File: config.mk
export PLATFORM = sky130hd
export DESIGN_NAME = mem_arbiter
export DESIGN_NICKNAME = d
export VERILOG_FILES = /design/src/rtl/mem_arbiter.sv
export SDC_FILE = /design/constraint.sdc
export NUM_CORES = 1
export LEC_CHECK = 0
export ABC_CLOCK_PERIOD_IN_PS = 5200
export CAP_MARGIN = 5
export CORE_UTILIZATION = 35
export DETAILED_ROUTE_END_ITERATION = 16
export PLACE_DENSITY = 0.7
export SYNTH_ARGS = -nofsm -noshare
export SYNTH_HDL_FRONTEND = slang
export SYNTH_SLANG_ARGS = --single-unit
File: constraint.sdc
create_clock -name sys_clk -period 5.2 [get_ports sys_clk]
set_clock_uncertainty 0.05 [all_clocks]
set_input_delay 1.3 -clock sys_clk [delete_from_list [all_inputs] [get_ports sys_clk]]
set_output_delay 1.3 -clock sys_clk [all_outputs]
set_load 0.01 [all_outputs]
File: src/rtl/mem_arbiter.sv
// Two-port memory arbiter: data accesses win over instruction fetches, with a
// starvation counter that forces a fetch grant after STARVE_MAX data grants.
module mem_arbiter #(
    parameter int unsigned STARVE_MAX = 4
) (
    input  logic        sys_clk,
    input  logic        sys_rst,
    input  logic        i_req,
    input  logic [31:0] i_addr,
    output logic        i_ack,
    output logic [31:0] i_rdata,
    input  logic        d_req,
    input  logic        d_we,
    input  logic [31:0] d_addr,
    input  logic [31:0] d_wdata,
    output logic        d_ack,
    output logic [31:0] d_rdata,
    output logic        m_req,
    output logic        m_we,
    output logic [31:0] m_addr,
    output logic [31:0] m_wdata,
    input  logic        m_ack,
    input  logic [31:0] m_rdata,
    output logic        busy
);

    localparam int unsigned CNT_W      = 4;
    localparam logic [CNT_W-1:0] STARVE_LIM = CNT_W'(STARVE_MAX);

    typedef enum logic [1:0] {
        IDLE,
        MEM,
        RESP
    } state_t;

    state_t           state;
    logic [CNT_W-1:0] starve_cnt;
    logic             fetch_sel;
    logic             grant_fetch_c;
    logic             unused_addr_bits;

    // Fetch wins only when it is alone or has waited out its starvation budget.
    assign grant_fetch_c    = i_req && (!d_req || (starve_cnt == STARVE_LIM));
    assign unused_addr_bits = ^{i_addr[1:0], d_addr[1:0]};

    always_ff @(posedge sys_clk or posedge sys_rst) begin
        if (sys_rst) begin
            state      <= IDLE;
            starve_cnt <= '0;
            fetch_sel  <= 1'b0;
            m_req      <= 1'b0;
            m_we       <= 1'b0;
            m_addr     <= '0;
            m_wdata    <= '0;
            i_ack      <= 1'b0;
            d_ack      <= 1'b0;
            i_rdata    <= '0;
            d_rdata    <= '0;
            busy       <= 1'b0;
        end else begin
            i_ack <= 1'b0;
            d_ack <= 1'b0;
            case (state)
                IDLE: begin
                    if (i_req || d_req) begin
                        state <= MEM;
                        m_req <= 1'b1;
                        busy  <= 1'b1;
                        if (grant_fetch_c) begin
                            fetch_sel  <= 1'b1;
                            m_we       <= 1'b0;
                            m_addr     <= {i_addr[31:2], 2'b00};
                            m_wdata    <= '0;
                            starve_cnt <= '0;
                        end else begin
                            fetch_sel <= 1'b0;
                            m_we      <= d_we;
                            m_addr    <= {d_addr[31:2], 2'b00};
                            m_wdata   <= d_wdata;
                            if (i_req && (starve_cnt < STARVE_LIM))
                                starve_cnt <= CNT_W'(starve_cnt + CNT_W'(1));
                        end
                    end
                end
                MEM: begin
                    if (m_ack) begin
                        state <= RESP;
                        m_req <= 1'b0;
                        if (fetch_sel) begin
                            i_rdata <= m_rdata;
                            i_ack   <= 1'b1;
                        end else begin
                            d_ack <= 1'b1;
                            if (!m_we)
                                d_rdata <= m_rdata;
                        end
                    end
                end
                RESP: begin
                    state <= IDLE;
                    busy  <= 1'b0;
                end
                default: begin
                    state <= IDLE;
                    busy  <= 1'b0;
                    m_req <= 1'b0;
                end
            endcase
        end
    end

endmodule

==> impl_metrics.yaml, run 1 <==
clock_network:
  cts_resized: 0
  clkSinkCount: 138
  cts_buffer_depth: 2
  cts_tree: "done"
  cts_buffers: 17
  clk_pin_slew_ns: 0.06
  worst_skew_pair.late_latency_ns: 0.41
  postCtsSetupRepairBufs: 0
  cts_max_level: 4
  cts_hold_buf: 0
  root_buffer: "clkbuf_16"
placement:
  dp_hpwl_um: 10600
  dp_slack_ns: 1.62
  dp.cells: 940
  gp_congestion: 0.763
  place_area_mm2: 0.00831
  port_buffers: 260
detailed_routing:
  avgRoutedWirePerCell_um: 15.6
  drt_iter0_drc: 196
  avgViaCountPerCell: 4.73
  drtPass1Iterations: 4
  drc: 0
  antenna_left: 0
  routed_wl_um: 15200
  vias: 4599
cells_and_area:
  layout.cells.non_filler: 972
  nets: 884
  antennaDiodeCount: 0
  stdcell_area_mm2: 0.00891
  utilization_pct: 58.0
  syn_to_final_growth_pct: 60.1
  fillCellCount: 1249
  drive_gt1_share_pct: 14.5
sta:
  slew_headroom_pct: 14.0
  fin_ws_ns: 2.07
  slew_viol_final: 0
  fin_crit_ns: 3.13
  finalHoldViolCount: 0
  fmax_mhz: 320
  rsz0062_at_grt: "false"
  finalSetupViolCount: 0
  tightest_slew_ns: 1.29
  fin_tns_setup_ns: 0
  period_share_pct: 60.1
synth:
  netlist_area_mm2: 0.00556
  avgSynthCellArea_um2: 11.3
  ys.warnings.count: 0
  ys_types: 31
  synth_cells: 494
  ys_seq_area_share_pct: 62.1
  synth-seq-cells: 138
floorplan:
  boundaryPins: 267
  initial_core_util_pct: 36.2
  row_count: 45
  dieArea_mm2: 0.0164
  dieHeight_um: 128
  coreArea_mm2: 0.0154
  fp.dieW_um: 128
power:
  p_per_area_mw_per_mm2: 606
  p_leak_nw: 3.93
  ir_worst_vdd_mv: 0.237
worst_setup_path:
  cp-endpoint: "m_wdata[2]$_DFFE_PP0P_"
  worstReg2RegEnd: "m_wdata[22]$_DFFE_PP0P_"
  worstPathMaxFanout: 46
  crit_top_cell: "nand2_1"
  arrival_ns: 3.42
  cp_num_buf_inv: 2
  max_stage_delay_ns: 0.97
  required_ns: 5.50
  critical-path-top-delay-family: "buffers and inverters"
  r2r_cells: 7
  cp.depth: 5
  end_kind: "register"
  worstSetupStartpoint: "d_req"
  worst-setup-path-type: "in2reg"
  cp-start-kind: "input pin"
  reg2reg_slack_ns: 3.01
  r2r-start: "starve_cnt[0]$_DFFE_PP0P_"
  crit_chain: "clkdlybuf4s50_1 -> o21ai_4 -> buf_4 -> nand2_1 -> nand2_1"
  crit_slowest_cell: "o21ai_4"
outcome:
  status: "completed"
global_route:
  grt_pass1_vias: 4818
  globalRouteTotalUtil_pct: 19.0
  grt_start_max_net_pins: 102
  grt_first_pass_wirelength_um: 24000
  antenna_found_initial: 1
  grt.overflow.total: 0
job:
  cap_violations: 0
min_path:
  worstHoldStart: "m_wdata[8]$_DFFE_PP0P_"
  min_path_type: "reg2reg"
  whs_path_depth: 2
[worst register-to-register path: cells and delay by family (launching register included)]
family / cells / cell delay [ns]
compound gates: 1 / 0.53
fa+ha+maj: 1 / 0.22
buf+inv: 2 / 0.54
flops: 1 / 0.35
simple gates: 3 / 0.43
[routing by layer]
layer | up-vias | track usage, % | part of all wire, %
met5 | - | 0 | 0.092
met4 | 2 | 7.40 | 1.5
met3 | 22 | 6.84 | 9.2
met2 | 213 | 32.4 | 49
met1 | 2193 | 21.8 | 40
li1 | 2169 | - | -
[where the power goes]
group | switching [mW] | total [mW] | leakage [nW] | internal [mW]
Combinational | 1.00 | 2.33 | 1.99 | 1.33
Clock | 0.469 | 1.20 | 0.290 | 0.734
Sequential | 0.280 | 1.87 | 1.66 | 1.59
[cell usage in the layout, fill, tap and decap left out, types with 2 or more instances in the layout]
master	synthesis	final
dfrtp_1	138	138
clkinv_4	0	4
clkinvlp_4	0	2
ha_1	2	2
inv_1	7	6
clkdlybuf4s50_1	0	260
bufinv_16	0	2
nor2_1	32	32
nand2_1	98	98
clkbuf_16	0	17
inv_6	0	3
o21ai_0	6	5
clkbuf_8	0	2
a21oi_1	62	62
buf_4	2	6
a22o_1	2	2
clkinv_2	0	3
mux2_2	63	63
conb_1	1	2
nor2b_1	2	2
nand3_1	33	33
[cell families (layout without fill, tap and decap cells)]
group                      count (synthesis)  count (layout)  synth area share (%)
buffers and inverters                     40             306                  3.89
other                                      1               2                0.0674
muxes                                     64              64                  13.0
and+or+nand+nor                          172             172                  13.1
DFF                                      138             138                  62.1
AOI/OAI and AO/OA                         77              77                  7.47
adders and majority gates                  2               2                 0.450
[Yosys cell counts, drive strengths merged]
cell type,number,area share (%)
a41o,1,0.18
nor3b,1,0.14
conb,1,0.067
or2,1,0.16
a21bo,1,0.18
nor3,2,0.38
a22o,2,0.31
o21ai,6,0.54
o21a,2,0.27
nand3,33,3.0
inv,8,0.54
ha,2,0.45
a21boi,2,0.27
a21oi,62,5.6
nand3b,1,0.14
dfrtp,138,62
nor2,32,2.2
mux2,64,13
nand2,99,6.8
nand2b,1,0.11
clkbuf,8,0.54
buf,24,2.8
nor2b,2,0.22
a21o,1,0.14
[worst min path at each step]
| stage | end | slack, ns |
|---|---|---|
| finish | m_wdata[8]$_DFFE_PP0P_ | 0.42 |
| global route | m_wdata[4]$_DFFE_PP0P_ | 0.44 |
| CTS | m_wdata[8]$_DFFE_PP0P_ | 0.42 |
| detailed placement | m_wdata[8]$_DFFE_PP0P_ | 0.41 |
| global placement | m_wdata[31]$_DFFE_PP0P_ | 0.40 |
| floorplan | busy$_DFFE_PP0P_ | 0.44 |
[metrics by stage]
step                hold WS [ns]  power, mW
floorplan                  0.438       2.90
global placement           0.402       4.15
detailed placement         0.405       4.23
CTS                        0.418       5.47
global route               0.439       5.74
finish                     0.416       5.40
[flip-flops by register name, summed over array words and instances (netlist names)]
signal	count
m_we	1
d_rdata	32
m_req	1
starve_cnt	4
state	2
d_ack	1
m_addr	30
fetch_sel	1
busy	1
m_wdata	32
i_rdata	32
i_ack	1
[layout make-up]
| class | instances | area (µm²) | share of cell area, % |
|---|---|---|---|
| sequential | 138 | 3450 | 38.8 |
| timing repair buffer | 266 | 2650 | 29.7 |
| multi-input combinational | 317 | 1910 | 21.5 |
| clock buffer | 19 | 453 | 5.08 |
| tap | 211 | 264 | 2.96 |
| clock inverter | 13 | 143 | 1.60 |
| inverter | 8 | 35.0 | 0.393 |
Note: power is estimated with default switching activity, not from simulation.
==> run 2, diff against run 1 <==
--- a/config.mk
+++ b/config.mk
@@ -5,11 +5,11 @@
 export SDC_FILE = /design/constraint.sdc
 export NUM_CORES = 1
 export LEC_CHECK = 0
-export ABC_CLOCK_PERIOD_IN_PS = 5200
+export ABC_CLOCK_PERIOD_IN_PS = 2900
 export CAP_MARGIN = 5
 export CORE_UTILIZATION = 35
 export DETAILED_ROUTE_END_ITERATION = 16
-export PLACE_DENSITY = 0.7
+export PLACE_DENSITY = 0.68
 export SYNTH_ARGS = -nofsm -noshare
 export SYNTH_HDL_FRONTEND = slang
 export SYNTH_SLANG_ARGS = --single-unit
==> constraint.sdc (replaced) <==
create_clock -name sys_clk -period 2.9 [get_ports sys_clk]
set_clock_uncertainty 0.05 [all_clocks]
set_input_delay 0.725 -clock sys_clk [delete_from_list [all_inputs] [get_ports sys_clk]]
set_output_delay 0.725 -clock sys_clk [all_outputs]
set_load 0.01 [all_outputs]
==> run 2 against run 1 <==
Clock power is 81% higher. Global-route usage shrank 0.61 points. Power increased by 80%. Largest power group unchanged. Highest routed layer is now met4.
==> impl_metrics.yaml, run 2 (synthesis results as in run 1) <==
placement:
  dp_hpwl_um: 10100
  place_area_mm2: 0.00840
  port_buffers: 260
  gp_congestion: 0.761
detailed_routing:
  drc: 0
  avgRoutedWirePerCell_um: 15.1
  antenna_left: 0
  drtPass1Iterations: 6
  routed_wl_um: 14800
  vias: 4622
  drt_iter0_drc: 197
  avgViaCountPerCell: 4.74
cells_and_area:
  mostFrequentLayoutCells: "clkdlybuf4s50_1, dfrtp_1, nand2_1, mux2_2, a21oi_1"
  fillCellCount: 1273
  nets: 887
  reg_top3: "d_rdata: 32 flops, i_rdata: 32 flops, m_wdata: 32 flops"
  antennaDiodeCount: 0
  drive_gt1_share_pct: 14.8
  syn_to_final_growth_pct: 61.7
  layout_commonest_cell: "clkdlybuf4s50_1"
  stdcell_area_mm2: 0.00899
worst_setup_path:
  cp_num_buf_inv: 1
  cp-start-kind: "register"
  worstPathMaxFanout: 3
  cp.depth: 1
  required_ns: 2.12
  max_stage_delay_ns: 0.59
  crit_chain: "clkdlybuf4s50_1"
  critical-path-top-delay-family: "buffers and inverters"
  crit_slowest_cell: "clkdlybuf4s50_1"
  worstSetupStartpoint: "m_we$_DFFE_PP0P_"
  arrival_ns: 1.42
  worst-setup-path-type: "reg2out"
  r2r-start: "state[1]$_DFFE_PP0P_"
  end_kind: "output port"
  r2r_cells: 5
  reg2reg_slack_ns: 1.12
job:
  cap_violations: 0
sta:
  fin_crit_ns: 2.19
  slew_viol_final: 0
  finalHoldViolCount: 0
  fin_tns_setup_ns: 0
  finalSetupViolCount: 0
  period_share_pct: 75.6
  fmax_mhz: 456
  tightest_slew_ns: 0.762
  rsz0062_at_grt: "false"
  finalHoldWorstSlack_ns: 0.413
  slew_headroom_pct: 49.2
power:
  total_power_mw: 9.73
  p_leak_nw: 3.95
  p_per_area_mw_per_mm2: 1080
  ir_worst_vdd_mv: 0.425
floorplan:
  row_count: 45
  initial_core_util_pct: 36.2
  fp.dieW_um: 128
  coreArea_mm2: 0.0154
  dieArea_mm2: 0.0164
  boundaryPins: 267
  dieHeight_um: 128
global_route:
  grt_start_max_net_pins: 139
  antenna_found_initial: 0
  grt_first_pass_wirelength_um: 23400
  grt_pass1_vias: 4691
  globalRouteTotalUtil_pct: 18.4
  grt.overflow.total: 0
min_path:
  min_path_type: "reg2reg"
  whs_path_depth: 2
  worstHoldStart: "m_wdata[23]$_DFFE_PP0P_"
clock_network:
  cts_buffers: 17
  cts_hold_buf: 0
  root_buffer: "clkbuf_16"
  clkSinkCount: 138
  postCtsSetupRepairBufs: 0
  cts_buffer_depth: 2
  cts_resized: 0
  cts_tree: "done"
  clk_pin_slew_ns: 0.06
  cts_max_level: 4
  worst_skew_pair.late_latency_ns: 0.41
outcome:
  status: "completed"
-- run 2: cell count changes in the layout (fill, tap and decap cells not counted), sizes merged --
| cell | delta |
|---|---|
| clkinv | -4 |
| clkinvlp | +5 |
| buf | +3 |
| inv | -1 |
-- run 2: layout make-up --
type                            count  area [µm²]  area share [%]
Clock buffer                       19         453            5.04
Clock inverter                     13         144            1.60
Inverter                            8        33.8           0.376
Multi-Input combinational cell    317        1910            21.3
Sequential cell                   138        3450            38.4
Tap cell                          211         264            2.94
Timing Repair Buffer              269        2730            30.4
-- run 2: worst paths after layout --
check	to
setup reg to reg	d_rdata[20]$_DFFE_PP0P_
max in group asynchronous	m_wdata[2]$_DFFE_PP0P_
hold / removal	m_wdata[23]$_DFFE_PP0P_
min in group asynchronous	d_rdata[23]$_DFFE_PP0P_
hold reg to reg	m_wdata[23]$_DFFE_PP0P_
setup / recovery	m_we
-- run 2: per-layer routing --
metal / track usage, % / part of all wire (%) / vias up
li1: - / - / 2172
met1: 22.2 / 42 / 2220
met2: 29.8 / 47 / 203
met3: 6.34 / 8.4 / 27
met4: 8.24 / 2.2 / 0
met5: 0 / 0 / -
-- run 2: metrics by stage --
step                      utilization, %  instances  setup slack, ns
after floorplan                        -        495            0.404
after global placement              54.6        943            0.441
after detailed placement            54.6        943            0.418
after CTS                           58.5        975            0.676
after global routing                58.5        975            0.649
final                               58.5        975            0.708
-- run 2: where the power goes --
group / leakage, nW / internal (mW) / total (mW) / switching, mW
clock: 0.276 / 1.32 / 2.17 / 0.848
sequential: 1.66 / 2.85 / 3.34 / 0.491
combinational: 2.02 / 2.44 / 4.23 / 1.78
total: 3.95 / 6.61 / 9.73 / 3.12
